`config.mk`:
```
export PLATFORM = sky130hd
export DESIGN_NAME = mc_controller
export DESIGN_NICKNAME = d
export VERILOG_FILES = /design/src/rtl/mc_controller.sv
export SDC_FILE = /design/constraint.sdc
export NUM_CORES = 1
export LEC_CHECK = 0
export CELL_PAD_IN_SITES_DETAIL_PLACEMENT = 0
export CELL_PAD_IN_SITES_GLOBAL_PLACEMENT = 1
export CORE_MARGIN = 4
export CORE_UTILIZATION = 31
export CTS_CLUSTER_SIZE = 24
export DETAILED_ROUTE_END_ITERATION = 8
export GPL_TIMING_DRIVEN = 0
export PLACE_DENSITY = 0.85
export SETUP_SLACK_MARGIN = 0.02
export SKIP_CTS_REPAIR_TIMING = 1
export SKIP_LAST_GASP = 1
export SLEW_MARGIN = 20
export SYNTH_ARGS = -nofsm -noshare
export SYNTH_HDL_FRONTEND = slang
export SYNTH_SLANG_ARGS = --single-unit
export TNS_END_PERCENT = 100
```
`constraint.sdc`:
```
create_clock -name clk -period 2.18 [get_ports clk]
set_clock_uncertainty 0.15 [all_clocks]
set_input_delay 0.218 -clock clk [delete_from_list [all_inputs] [get_ports clk]]
set_output_delay 0.218 -clock clk [all_outputs]
set_load 0.01 [all_outputs]
```
`src/rtl/mc_controller.sv`:
```
// Multi-cycle RV32I control FSM (FETCH/DECODE/EXEC/MEM/WB) over one ready-handshaked memory port.
// Controls are decoded from state and stable IR fields; bus timeouts and illegal opcodes fault, SYSTEM halts.
module mc_controller #(
    parameter int MEM_TIMEOUT = 15,
    parameter int CNT_W       = 32
) (
    input  logic             clk,
    input  logic             reset,
    input  logic [6:0]       op,
    input  logic [2:0]       funct3,
    input  logic [6:0]       funct7,
    input  logic             iszero,
    input  logic             mem_ready,
    output logic             mem_req,
    output logic             mem_we,
    output logic [2:0]       memsize,
    output logic             irwrite,
    output logic             pcwrite,
    output logic             pcsrc,
    output logic             jumpsrc,
    output logic [1:0]       alusrc,
    output logic             alusrc_a_zero,
    output logic [3:0]       alucontrol,
    output logic             memtoreg,
    output logic             regwrite,
    output logic             hlt,
    output logic             fault,
    output logic [CNT_W-1:0] instret
);
    localparam logic [6:0] OP_LUI    = 7'b0110111;
    localparam logic [6:0] OP_AUIPC  = 7'b0010111;
    localparam logic [6:0] OP_JAL    = 7'b1101111;
    localparam logic [6:0] OP_JALR   = 7'b1100111;
    localparam logic [6:0] OP_BRANCH = 7'b1100011;
    localparam logic [6:0] OP_LOAD   = 7'b0000011;
    localparam logic [6:0] OP_STORE  = 7'b0100011;
    localparam logic [6:0] OP_IMM    = 7'b0010011;
    localparam logic [6:0] OP_OP     = 7'b0110011;
    localparam logic [6:0] OP_SYSTEM = 7'b1110011;

    localparam logic [3:0] ALU_ADD = 4'd0, ALU_SUB = 4'd1, ALU_SLL = 4'd2, ALU_SLT = 4'd3,
                           ALU_SLTU = 4'd4, ALU_XOR = 4'd5, ALU_SRL = 4'd6, ALU_SRA = 4'd7,
                           ALU_OR = 4'd8, ALU_AND = 4'd9;

    localparam logic [7:0] WAIT_LAST = 8'(MEM_TIMEOUT - 1);

    typedef enum logic [2:0] {S_FETCH, S_DECODE, S_EXEC, S_MEM, S_WB, S_HALT, S_FAULT} state_t;

    state_t     state;
    logic [7:0] wait_cnt;
    logic       is_lui, is_auipc, is_jal, is_jalr, is_branch, is_load, is_store;
    logic       is_imm, is_op, is_system, is_jump, legal;
    logic       taken, timeout, retire;
    logic [3:0] alu_dec;
    logic       unused_funct7;

    assign is_lui    = (op == OP_LUI);
    assign is_auipc  = (op == OP_AUIPC);
    assign is_jal    = (op == OP_JAL);
    assign is_jalr   = (op == OP_JALR);
    assign is_branch = (op == OP_BRANCH);
    assign is_load   = (op == OP_LOAD);
    assign is_store  = (op == OP_STORE);
    assign is_imm    = (op == OP_IMM);
    assign is_op     = (op == OP_OP);
    assign is_system = (op == OP_SYSTEM);
    assign is_jump   = is_jal | is_jalr;
    assign legal     = is_lui | is_auipc | is_jump | is_branch | is_load | is_store | is_imm | is_op;

    // BNE/BLT/BLTU invert the zero flag: funct3 001, 100, 110
    assign taken   = iszero ^ (funct3[2] ^ funct3[0]);
    assign timeout = (wait_cnt == WAIT_LAST) && !mem_ready;
    assign retire  = ((state == S_EXEC) && is_branch)
                   || ((state == S_MEM) && is_store && mem_ready)
                   || (state == S_WB);
    assign unused_funct7 = ^{funct7[6], funct7[4:0]};

    always_comb begin
        alu_dec = ALU_ADD;
        if (is_branch) begin
            if (!funct3[2])      alu_dec = ALU_SUB;
            else if (!funct3[1]) alu_dec = ALU_SLT;
            else                 alu_dec = ALU_SLTU;
        end else if (is_op || is_imm) begin
            case (funct3)
                3'b000:  alu_dec = (is_op && funct7[5]) ? ALU_SUB : ALU_ADD;
                3'b001:  alu_dec = ALU_SLL;
                3'b010:  alu_dec = ALU_SLT;
                3'b011:  alu_dec = ALU_SLTU;
                3'b100:  alu_dec = ALU_XOR;
                3'b101:  alu_dec = funct7[5] ? ALU_SRA : ALU_SRL;
                3'b110:  alu_dec = ALU_OR;
                default: alu_dec = ALU_AND;
            endcase
        end
    end

    always_ff @(posedge clk) begin
        if (reset) begin
            state    <= S_FETCH;
            wait_cnt <= '0;
            instret  <= '0;
        end else begin
            if (retire)
                instret <= instret + CNT_W'(1);
            if ((state == S_FETCH) || (state == S_MEM)) begin
                if (mem_ready)     wait_cnt <= '0;
                else if (!timeout) wait_cnt <= wait_cnt + 8'd1;
            end
            case (state)
                S_FETCH: begin
                    if (mem_ready)    state <= S_DECODE;
                    else if (timeout) state <= S_FAULT;
                end
                S_DECODE: begin
                    if (is_system)  state <= S_HALT;
                    else if (legal) state <= S_EXEC;
                    else            state <= S_FAULT;
                end
                S_EXEC: begin
                    if (is_branch)                state <= S_FETCH;
                    else if (is_load || is_store) state <= S_MEM;
                    else                          state <= S_WB;
                end
                S_MEM: begin
                    if (mem_ready)    state <= is_store ? S_FETCH : S_WB;
                    else if (timeout) state <= S_FAULT;
                end
                S_WB:    state <= S_FETCH;
                default: state <= state;
            endcase
        end
    end

    always_comb begin
        mem_req       = 1'b0;
        mem_we        = 1'b0;
        memsize       = 3'b000;
        irwrite       = 1'b0;
        pcwrite       = 1'b0;
        pcsrc         = 1'b0;
        jumpsrc       = 1'b0;
        alusrc        = 2'd0;
        alusrc_a_zero = 1'b0;
        alucontrol    = ALU_ADD;
        memtoreg      = 1'b0;
        regwrite      = 1'b0;
        hlt           = 1'b0;
        fault         = 1'b0;
        if (!reset) begin
            case (state)
                S_FETCH: begin
                    mem_req = 1'b1;
                    memsize = 3'b010;
                    irwrite = mem_ready;
                end
                S_EXEC: begin
                    alucontrol    = alu_dec;
                    alusrc        = (is_op || is_branch) ? 2'd0 : 2'd1;
                    alusrc_a_zero = is_lui;
                    if (is_branch) begin
                        pcwrite = 1'b1;
                        pcsrc   = taken;
                    end else if (is_jump) begin
                        pcwrite = 1'b1;
                        pcsrc   = 1'b1;
                        jumpsrc = is_jalr;
                    end
                end
                S_MEM: begin
                    mem_req = 1'b1;
                    mem_we  = is_store;
                    memsize = funct3;
                    pcwrite = is_store && mem_ready;
                end
                S_WB: begin
                    regwrite = 1'b1;
                    memtoreg = is_load;
                    // jumps already redirected the PC in EXEC; WB only writes the link
                    if (is_jump) alusrc  = 2'd2;
                    else         pcwrite = 1'b1;
                end
                S_HALT:  hlt   = 1'b1;
                S_FAULT: fault = 1'b1;
                default: ;
            endcase
        end
    end
endmodule

```
## Word-level counts from Yosys, hierarchy flattened

Index checks and enable logic that the tools add are counted.
Widths: inputs -> output; s select.

| operators by class | value |
|---|---|
| add/sub/neg operators | 2 |
| eq/ne operators | 24 |
| muxes and demuxes | 54 |
| bitwise gates (word level) | 10 |
| reduce and logical (&&, ||, !) cells | 18 |

Operators with widths:

| kind | count |
|---|---|
| $mux 3 | 11 |
| $add 32x1->32 const B | 1 |
| $mux 1 | 30 |
| $eq 7x7->1 const B | 4 |
| $pmux 4 s7 | 1 |
| $eq 7x6->1 const B | 3 |
| $eq 3x3->1 const B | 6 |
| $mux 4 | 4 |
| $mux 8 | 2 |
| $pmux 3 s5 | 1 |
| $eq 7x5->1 const B | 2 |
| $eq 3x2->1 const B | 4 |
| $add 8x1->8 const B | 1 |
| $eq 8x4->1 const B | 1 |
| $or 1x1->1 | 8 |
| $eq 7x2->1 const B | 1 |
| $eq 3x1->1 const B | 2 |
| $logic_and 1x1->1 | 6 |
| $logic_not 3->1 | 2 |
| $logic_or 1x1->1 | 6 |
| $pmux 3 s2 | 1 |
| $reduce_bool 5->1 | 1 |
| $mux 2 | 2 |
| $pmux 2 s2 | 1 |
| other kinds (6) | 7 |

| storage, ports and cells | value |
|---|---|
| flip-flop bits (word level) | 43 |

## Depth between registers and ports, before layout

Gate-level depths: netlist of the first run.

| logic depth | value |
|---|---|
| word-level depth | 11 |
| depth in mapped cells | 8 |

## Least setup slack after synthesis of the first run

Ideal clock, no wire load.

| timing path | value |
|---|---|
| kind | register to register |
| start point | reg instret[7] |
| end point | reg instret[31] |
| setup time | 0.071 ns |
| arrival | 2.093 ns |
| data required time | 1.959 ns |
| slack | -0.133 ns |
| cell stages (with the launch flop) | 6 |
| clock period less this slack | 2.313 ns |
| cells stage by stage | dfxtp_1 -> nand4_2 -> nor4_4 -> or4b_4 -> or4_1 -> a21oi_1 |

| between the ends | value |
|---|---|
| cells in the longest elaborated chain, start to end | 1 |

RTL lines:

| element | RTL line | RTL |
|---|---|---|
| start: declaration | 28 | `output logic [CNT_W-1:0] instret` |
| start signal: assignment | 105 | `instret <= instret + CNT_W'(1);` |
| $add 32x1->32 | 105 |  |

No other way between the ends.
A chain may end at the register's enable or synchronous reset.

## Worst setup path in the final report of the first run

| timing path | value |
|---|---|
| start point | reg instret[12] |
| end point | reg instret[31] |

Same word-level chain as after synthesis.

==> qor.txt, run 1 <==
Final Critical Period -> 2.31 ns
Initial antenna violation count -> 0
PortBufs -> 63
Nets -> 464
Worst endpoint required time -> 2.26 ns
Core Area -> 8300 um^2
Max-cap violations -> 0
Number of clock sinks -> 43
Final Instance Area -> 4140 um^2
Combinational Power Share -> 24.9%
Die span in x -> 101 um
Peak VDD IR -> 0.248 mV
Worst-Margin Slew -> 0.874 ns
DR WL/cell -> 15.1 um
Total I/O pin count -> 73
Final HPWL DP -> 5470 um
Post-Syn Nets -> 363
Synth Warn # -> 0
Die footprint -> 10100 um^2
Most frequent cells in the layout -> clkdlybuf4s50_1 (38), nor2_1 (35), buf_4 (32)
Crit start category -> flop
Status -> complete, but fails checks
Seq pwr share -> 42.3%
Sequential-to-total area share from yosys stat -> 32.4%
Hold depth -> 4
First-pass GRT wire length -> 12300 um
R2R Path End -> instret[31]
Clock latency at the later pin of the worst-skew pair -> 0.30 ns
CTS Buffer Depth -> 2
Period utilization -> 106%
Global route total overflow -> 0
Pint -> 1.39 mW
Cts bufs inserted -> 5
Fraction of registers with async set/reset -> 0%
Die H -> 101 um
Hold Crit Class -> primary input to flop
Placer Congestion -> 0.789
Min-delay src -> reset
Util after Layout -> 49.9%
Worst setup EP type -> flop
Antenna diodes -> 0
Cell Rows -> 33
Ys flop type -> dfxtp_1
Hold slack -> 0.105 ns
Via-to-Cell Ratio -> 5.51
Drt drc -> 0
Synth top area cells -> dfxtp_1 (32%), a21oi_1 (5.5%), xor2_1 (5.3%)
Clk pwr share -> 32.8%
Pins Over Slew Limit -> 0
First drt pass iteration count -> 4
TritonCTS clock tree -> built
Antenna viol nets, final -> 0
R2R Path Start -> instret[12]
Critical-path maximum fanout -> 6
Unrepaired setup endpoints after global routing -> true
Post-synth top area cell -> dfxtp_1
Flop-to-flop setup slack -> -0.13 ns
Fmax -> 433 MHz
Final setup violation count -> 4
Synth unique cells -> 56
Synth Register Bits -> 43
Leading cell type in the layout, fill and taps excluded -> clkdlybuf4s50_1
Switching Share -> 29.9%
Vias in the first global route -> 2634
CTS clk-pin slew, worst paths -> 0.08 ns
Hold endpoint -> state[1]
Post-Route WL -> 8250 um
Pin count of the biggest net entering global routing -> 14
Worst slew margin -> 41.2%
Post-Syn Instances -> 339
H-tree Lvls -> 2
Critical path class -> flop to flop
Endpoints failing hold -> 0
Via Count -> 3006
Failing checks -> setup timing
Syn avg cell area -> 7.85 um^2
Dpl cell area -> 3440 um^2
Root Buffer -> clkbuf_8
LEAKAGE -> 1.70 nW
Starting DRC count in detailed routing -> 168
Post-Syn Area -> 2660 um^2
PwrDens -> 479 nW/um^2
Final WS setup -> -0.130 ns
Starting density of the core -> 32.1%
EDFF count, synth -> 0
Gr usage total -> 14.5%
Sw Pwr -> 592 uW
Share of the synthesized area in the top cell type -> 32.4%
Area growth syn-to-layout -> 55.6%
Layout cells sized above 1 -> 25.9%
CP arrival -> 2.39 ns
Worst R2R Path Depth -> 5
[cell type report]
class	instances	area [um^2]
fillers	780	4160
multi-input cells	270	1890
repair buffers	97	931
flip-flops and latches	43	908
well taps	105	131
plain buffers	16	128
clock buffers	6	82.6
clock inverters	2	35.0
inverters	7	30.0
[registers in the layout, indices dropped and copies added (netlist names)]
signal    cells
instret      32
state         3
wait_cnt      8
[layer usage]
layer / wire (um) / track usage [%]
met5: 0 / 0
met4: 83 / 3.11
met3: 420 / 2.49
met2: 4150 / 24.7
met1: 3600 / 19.2
[critical path, cell delays in order, from the launching register on]
cell and delay [ns]:
dfxtp_4 0.36, nand4_1 0.20, nor4_4 0.37, or4b_4 0.55
or4_1 0.48, a21oi_1 0.13
[how the worst max path moves through the flow]
stage | from | endpoint | cells past startpoint | slack [ns]
5_1_grt | instret[13] | instret[31] | 5 | -0.23
4_1_cts | op[3] | alucontrol[1] | 8 | -1.10
2_1_floorplan | state[2] | instret[30] | 7 | -0.001
6_report | instret[12] | instret[31] | 5 | -0.13
3_3_place_gp | op[3] | alucontrol[1] | 8 | -1.07
3_5_place_dp | op[3] | alucontrol[1] | 8 | -1.09
[power by group through the flow]
stage / combinational (mW) / sequential (mW) / clock [mW]
2_1_floorplan: 0.243 / 0.851 / 0
3_3_place_gp: 0.377 / 0.854 / 0
3_5_place_dp: 0.377 / 0.857 / 0
4_1_cts: 0.380 / 0.838 / 0.664
5_1_grt: 0.537 / 0.845 / 0.696
6_report: 0.494 / 0.840 / 0.651
[cells by family (layout without fill, tap and decap cells)]
family          after synthesis  count (layout)  share of synthesized area, %
xor+xnor                     27              27                          8.89
buf+inv                      26             128                          4.66
fa+ha+maj                     4               4                          1.79
flops                        43              43                          32.4
mux                           1               1                         0.376
compound gates               79              79                          18.8
simple gates                159             159                          33.2
[stage by stage]
step | total power, mW | setup slack, ns | setup TNS, ns | cells
after detailed placement | 1.23 | -1.09 | -23.49 | 507
after CTS | 1.88 | -1.10 | -19.24 | 515
after global routing | 2.08 | -0.234 | -1.06 | 546
after floorplan | 1.09 | -0.00132 | -0.00132 | 339
final | 1.98 | -0.130 | -0.246 | 546
after global placement | 1.23 | -1.07 | -23.67 | 507
[synthesized netlist by cell type (all sizes together), types with 3 or more instances]
| library cell | instances |
|---|---|
| o31ai | 5 |
| and2 | 4 |
| nor2 | 37 |
| nand2b | 5 |
| xnor2 | 11 |
| o2111ai | 5 |
| nor4 | 9 |
| dfxtp | 43 |
| xor2 | 16 |
| nand4 | 15 |
| ha | 3 |
| nand2 | 23 |
| o21ai | 18 |
| or3 | 12 |
| buf | 4 |
| clkbuf | 13 |
| a211oi | 6 |
| nand3 | 15 |
| a21oi | 29 |
| or4 | 5 |
| nor3 | 12 |
| inv | 6 |
| and3 | 6 |
| o211ai | 5 |
(Power assumes the default switching activity.)
==> inputs of run 2 (changes only) <==
--- a/config.mk
+++ b/config.mk
@@ -8,11 +8,12 @@
 export CELL_PAD_IN_SITES_DETAIL_PLACEMENT = 0
 export CELL_PAD_IN_SITES_GLOBAL_PLACEMENT = 1
 export CORE_MARGIN = 4
-export CORE_UTILIZATION = 31
+export CORE_UTILIZATION = 32
+export CTS_BUF_LIST = sky130_fd_sc_hd__clkbuf_4 sky130_fd_sc_hd__clkbuf_8
 export CTS_CLUSTER_SIZE = 24
 export DETAILED_ROUTE_END_ITERATION = 8
 export GPL_TIMING_DRIVEN = 0
-export PLACE_DENSITY = 0.85
+export PLACE_DENSITY = 0.87
 export SETUP_SLACK_MARGIN = 0.02
 export SKIP_CTS_REPAIR_TIMING = 1
 export SKIP_LAST_GASP = 1
==> run 2 against run 1 <==
The flow still finishes with violations (setup timing). Combinational power fell by 11%. Critical path depth did not move. Sequential power rose by 0.7%. Hold slack improved by 0.013 ns. Global-route usage rose by 0.58 points. Sequential share of layout area rose by 0.99 points. Critical endpoint unchanged. Largest cell class unchanged.
==> qor.txt, run 2 (synthesis results as in run 1) <==
Status -> complete, but fails checks
Failing checks -> setup timing
Tot Pwr -> 1.82 mW
Flop-to-flop setup slack -> -0.02 ns
Nets -> 451
Sw Pwr -> 598 uW
Gr usage total -> 15.1%
Worst-path cell chain -> nand3_2, nor4_4, or4b_4, or4_4, a21oi_2
Hold depth -> 4
First-pass GRT wire length -> 12500 um
Cts bufs inserted -> 5
PortBufs -> 63
Pins Over Slew Limit -> 0
Period utilization -> 101%
Via-to-Cell Ratio -> 5.47
R2R Path End -> instret[31]
Max reg flops -> 32
Vias in the first global route -> 2522
Combinational Power Share -> 24.2%
Critical path class -> flop to flop
Cell Rows -> 32
Fin cells -> 530
Unrepaired setup endpoints after global routing -> true
First drt pass iteration count -> 4
Pin count of the biggest net entering global routing -> 16
CP Buf/Inv Count -> 0
Starting density of the core -> 33.7%
Biggest regs -> instret (32), wait_cnt (8), state (3)
H-tree Lvls -> 2
CP arrival -> 2.30 ns
PwrDens -> 460 nW/um^2
Clock latency at the later pin of the worst-skew pair -> 0.31 ns
Fmax -> 454 MHz
Endpoints failing hold -> 0
Global route total overflow -> 0
Worst slew margin -> 53.2%
Worst endpoint required time -> 2.27 ns
Met1 wire length -> 3750 um
Placer Congestion -> 0.844
Total I/O pin count -> 73
Drt drc -> 0
Die footprint -> 9840 um^2
CTS clk-pin slew, worst paths -> 0.09 ns
Layout cells sized above 1 -> 22.9%
Antenna viol nets, final -> 0
Root Buffer -> clkbuf_8
Met3 WL -> 452 um
Die span in x -> 99.2 um
Pre-CTS setup slack -> -1.10 ns
Max-cap violations -> 0
Post-Route WL -> 8150 um
Largest Register -> instret
Core Area -> 7890 um^2
Seq pwr share -> 46.5%
Worst path top cell family by delay -> simple AND/OR/NAND/NOR gates
LEAKAGE -> 1.59 nW
Die H -> 99.2 um
Most frequent cells in the layout -> clkdlybuf4s50_1 (39), nor2_1 (35), a21oi_1 (27)
Starting DRC count in detailed routing -> 243
Placed Instances -> 504
Leading cell type in the layout, fill and taps excluded -> clkdlybuf4s50_1
Dpl cell area -> 3440 um^2
Initial antenna violation count -> 0
Hold endpoint -> state[1]
Final setup violation count -> 2
Switching Share -> 32.9%
Slowest CP cell -> or4b_4
Top sig layer -> met4
Critical-path maximum fanout -> 6
Hold Crit Class -> primary input to flop
Via Count -> 2898
Peak VDD IR -> 0.401 mV
Worst setup EP type -> flop
Met2 WL -> 3890 um
Crit start category -> flop
TritonCTS clock tree -> built
DR WL/cell -> 15.4 um
Final Critical Period -> 2.20 ns
Final WS setup -> -0.0242 ns
Final Instance Area -> 3960 um^2
Number of clock sinks -> 43
Final HPWL DP -> 5700 um
Clk pwr share -> 29.3%
Pint -> 1.22 mW
Worst R2R Path Depth -> 5
Area growth syn-to-layout -> 48.7%
Worst-Margin Slew -> 0.696 ns
Antenna diodes -> 0
R2R Path Start -> instret[1]
CP max stage delay -> 0.54 ns
Min-delay src -> reset
CTS Buffer Depth -> 2
[run 2: changes by cell type in the layout (fill, tap and decap cells not counted), sizes merged]
cell / delta
bufinv: -1
clkinv: -1
clkbuf: -3
clkdlybuf4s50: +1
clkinvlp: +2
buf: -13
inv: +1
dlygate4sd1: +1
[run 2: worst max-delay path by stage]
stage | startpoint | endpoint | depth (start not counted) | slack [ns]
global placement | op[3] | alucontrol[1] | 8 | -1.08
detailed placement | op[3] | alucontrol[1] | 8 | -1.10
floorplan | state[2] | instret[30] | 7 | -0.001
global route | instret[1] | instret[30] | 7 | -0.15
CTS | op[3] | alucontrol[1] | 8 | -1.09
finish | instret[1] | instret[31] | 5 | -0.02
[run 2: power groups by stage]
stage	logic, mW	clock network, mW	registers, mW
2_1_floorplan	0.243	0	0.851
3_3_place_gp	0.375	0	0.854
3_5_place_dp	0.376	0	0.858
4_1_cts	0.378	0.550	0.839
5_1_grt	0.482	0.579	0.854
6_report	0.441	0.533	0.846
[run 2: metal layers]
layer	track usage, %	vias up
li1	-	1441
met3	3.30	8
met1	20.2	1377
met4	3.78	0
met2	24.6	72
met5	0	-
[run 2: layout make-up]
type,instances,area [um^2]
tap,102,128
inverter,7,30.0
clock buffer,5,68.8
sequential,43,907
timing repair buffer,83,818
buffer,17,124
multi-input combinational,270,1860
fill,752,3930
clock inverter,3,23.8
[run 2: through the flow]
step | hold WS, ns | TNS [ns] | util (%)
floorplan | 0.322 | -0.00132 | -
CTS | 0.0909 | -18.89 | 44.8
global placement | 0.317 | -22.30 | 43.6
global route | 0.148 | -1.70 | 50.2
finish | 0.117 | -0.0377 | 50.2
detailed placement | 0.333 | -24.23 | 43.6
[run 2: tightest hold or removal path, cell delays in order]
cell	delay, ns
buf_6	0.12
nor2b_1	0.05
o21ai_0	0.07
o31ai_1	0.07
==> inputs of run 3 (changes only) <==
==> constraint.sdc (replaced) <==
create_clock -name clk -period 1.8 [get_ports clk]
set_clock_uncertainty 0.15 [all_clocks]
set_input_delay 0.18 -clock clk [delete_from_list [all_inputs] [get_ports clk]]
set_output_delay 0.18 -clock clk [all_outputs]
set_load 0.01 [all_outputs]
==> run 3 against run 2 <==
The flow still finishes with violations (setup timing). First-iteration DRC count down 36%. Clock-buffer cell count unchanged. Combinational power up 79%. Final area up 11%. Power up 50%. Wire length up 7.9%.
==> qor.txt, run 3 (synthesis results as in run 1) <==
Starting DRC count in detailed routing -> 155
Pre-CTS setup slack -> -1.16 ns
Biggest regs -> instret (32), wait_cnt (8), state (3)
Drt drc -> 0
Via-to-Cell Ratio -> 5.36
Max-cap violations -> 0
Worst setup EP type -> output pin
Fin cells -> 554
Root Buffer -> clkbuf_8
Post-Route WL -> 8790 um
Antenna viol nets, final -> 0
Final Critical Period -> 2.21 ns
Unrepaired setup endpoints after global routing -> true
Worst-Margin Slew -> 0.650 ns
Worst R2R Path Depth -> 5
Via Count -> 2972
Period utilization -> 123%
CTS clk-pin slew, worst paths -> 0.08 ns
First drt pass iteration count -> 4
Worst endpoint required time -> 1.47 ns
Hold depth -> 4
PwrDens -> 621 nW/um^2
Status -> complete, but fails checks
Tot Pwr -> 2.72 mW
Max reg flops -> 32
Die footprint -> 9840 um^2
Worst slew margin -> 56.6%
Fillers -> 681
Starting density of the core -> 33.7%
CTS Buffer Depth -> 2
DR WL/cell -> 15.9 um
Area growth syn-to-layout -> 64.8%
Fmax -> 453 MHz
Placed Instances -> 504
Most frequent cells in the layout -> buf_4 (37), clkdlybuf4s50_1 (35), nor2_1 (33)
Global route total overflow -> 0
Pin count of the biggest net entering global routing -> 15
Final HPWL DP -> 5750 um
Crit start category -> flop
Die span in x -> 99.2 um
Endpoints failing hold -> 0
Gr usage total -> 15.3%
Cell Rows -> 32
Vias in the first global route -> 2539
Nets -> 475
Total I/O pin count -> 73
Failing checks -> setup timing
Placer Congestion -> 0.854
Peak VDD IR -> 0.497 mV
Clock latency at the later pin of the worst-skew pair -> 0.30 ns
Leading cell type in the layout, fill and taps excluded -> buf_4
TritonCTS clock tree -> built
Cts bufs inserted -> 5
Number of clock sinks -> 43
Core Area -> 7890 um^2
Die H -> 99.2 um
Critical path class -> flop to output pin
H-tree Lvls -> 2
Layout cells sized above 1 -> 38.7%
Antenna diodes -> 0
Final WS setup -> -0.408 ns
Largest Register -> instret
LEAKAGE -> 1.62 nW
Final setup violation count -> 38
CP arrival -> 1.88 ns
TNS Setup -> -6.24 ns
Hold Crit Class -> primary input to flop
Pins Over Slew Limit -> 0
First-pass GRT wire length -> 12600 um
PortBufs -> 63
Initial antenna violation count -> 0
Critical-path maximum fanout -> 10
-- run 3: changes by cell type in the layout (fill, tap and decap cells not counted), sizes merged --
cell and change:
bufinv +2, dlygate4sd1 -1, buf +32, clkdlybuf4s50 -4
clkbuf +11, clkinvlp -2, dlymetal6s2s -14
-- run 3: final timing paths --
path | start | end | slack, ns
max reg2reg | instret[12] | instret[29] | -0.40
max | state[0] | mem_we | -0.41
min reg2reg | instret[31] | instret[31] | 0.34
min | reset | state[1] | 0.08
-- run 3: layout make-up --
class | instances | area [um^2] | area share (%)
plain buffers | 18 | 181 | 4.14
inverters | 7 | 30.0 | 0.685
well taps | 102 | 128 | 2.91
multi-input cells | 270 | 2120 | 48.3
repair buffers | 106 | 896 | 20.4
clock inverters | 3 | 66.3 | 1.51
clock buffers | 5 | 68.8 | 1.57
flip-flops and latches | 43 | 895 | 20.4
-- run 3: critical path, cell delays in order, from the launching register on --
cell	delay (ns)
dfxtp_4	0.39
buf_6	0.16
nand2_2	0.10
or4_1	0.49
nor4_2	0.26
buf_2	0.18
-- run 3: power by group --
| part | internal (mW) | switching (mW) | total, mW |
|---|---|---|---|
| logic | 0.379 | 0.412 | 0.791 |
| clock network | 0.555 | 0.351 | 0.906 |
| registers | 0.985 | 0.0426 | 1.03 |
-- run 3: stage by stage --
step | hold slack, ns | instance area, um^2 | utilization (%)
detailed placement | 0.333 | 3610 | 45.7
CTS | 0.0627 | 3740 | 47.4
floorplan | 0.244 | 2850 | -
global placement | 0.316 | 3610 | 45.7
finish | 0.0831 | 4380 | 55.6
global route | 0.0965 | 4380 | 55.6
-- run 3: routing by layer --
metal	global-route usage, %	part of all wire [%]	up-vias
met5	0	0	-
met4	2.52	0.67	0
met3	3.37	4.7	8
met2	23.0	47	76
met1	22.7	48	1407
li1	-	-	1481
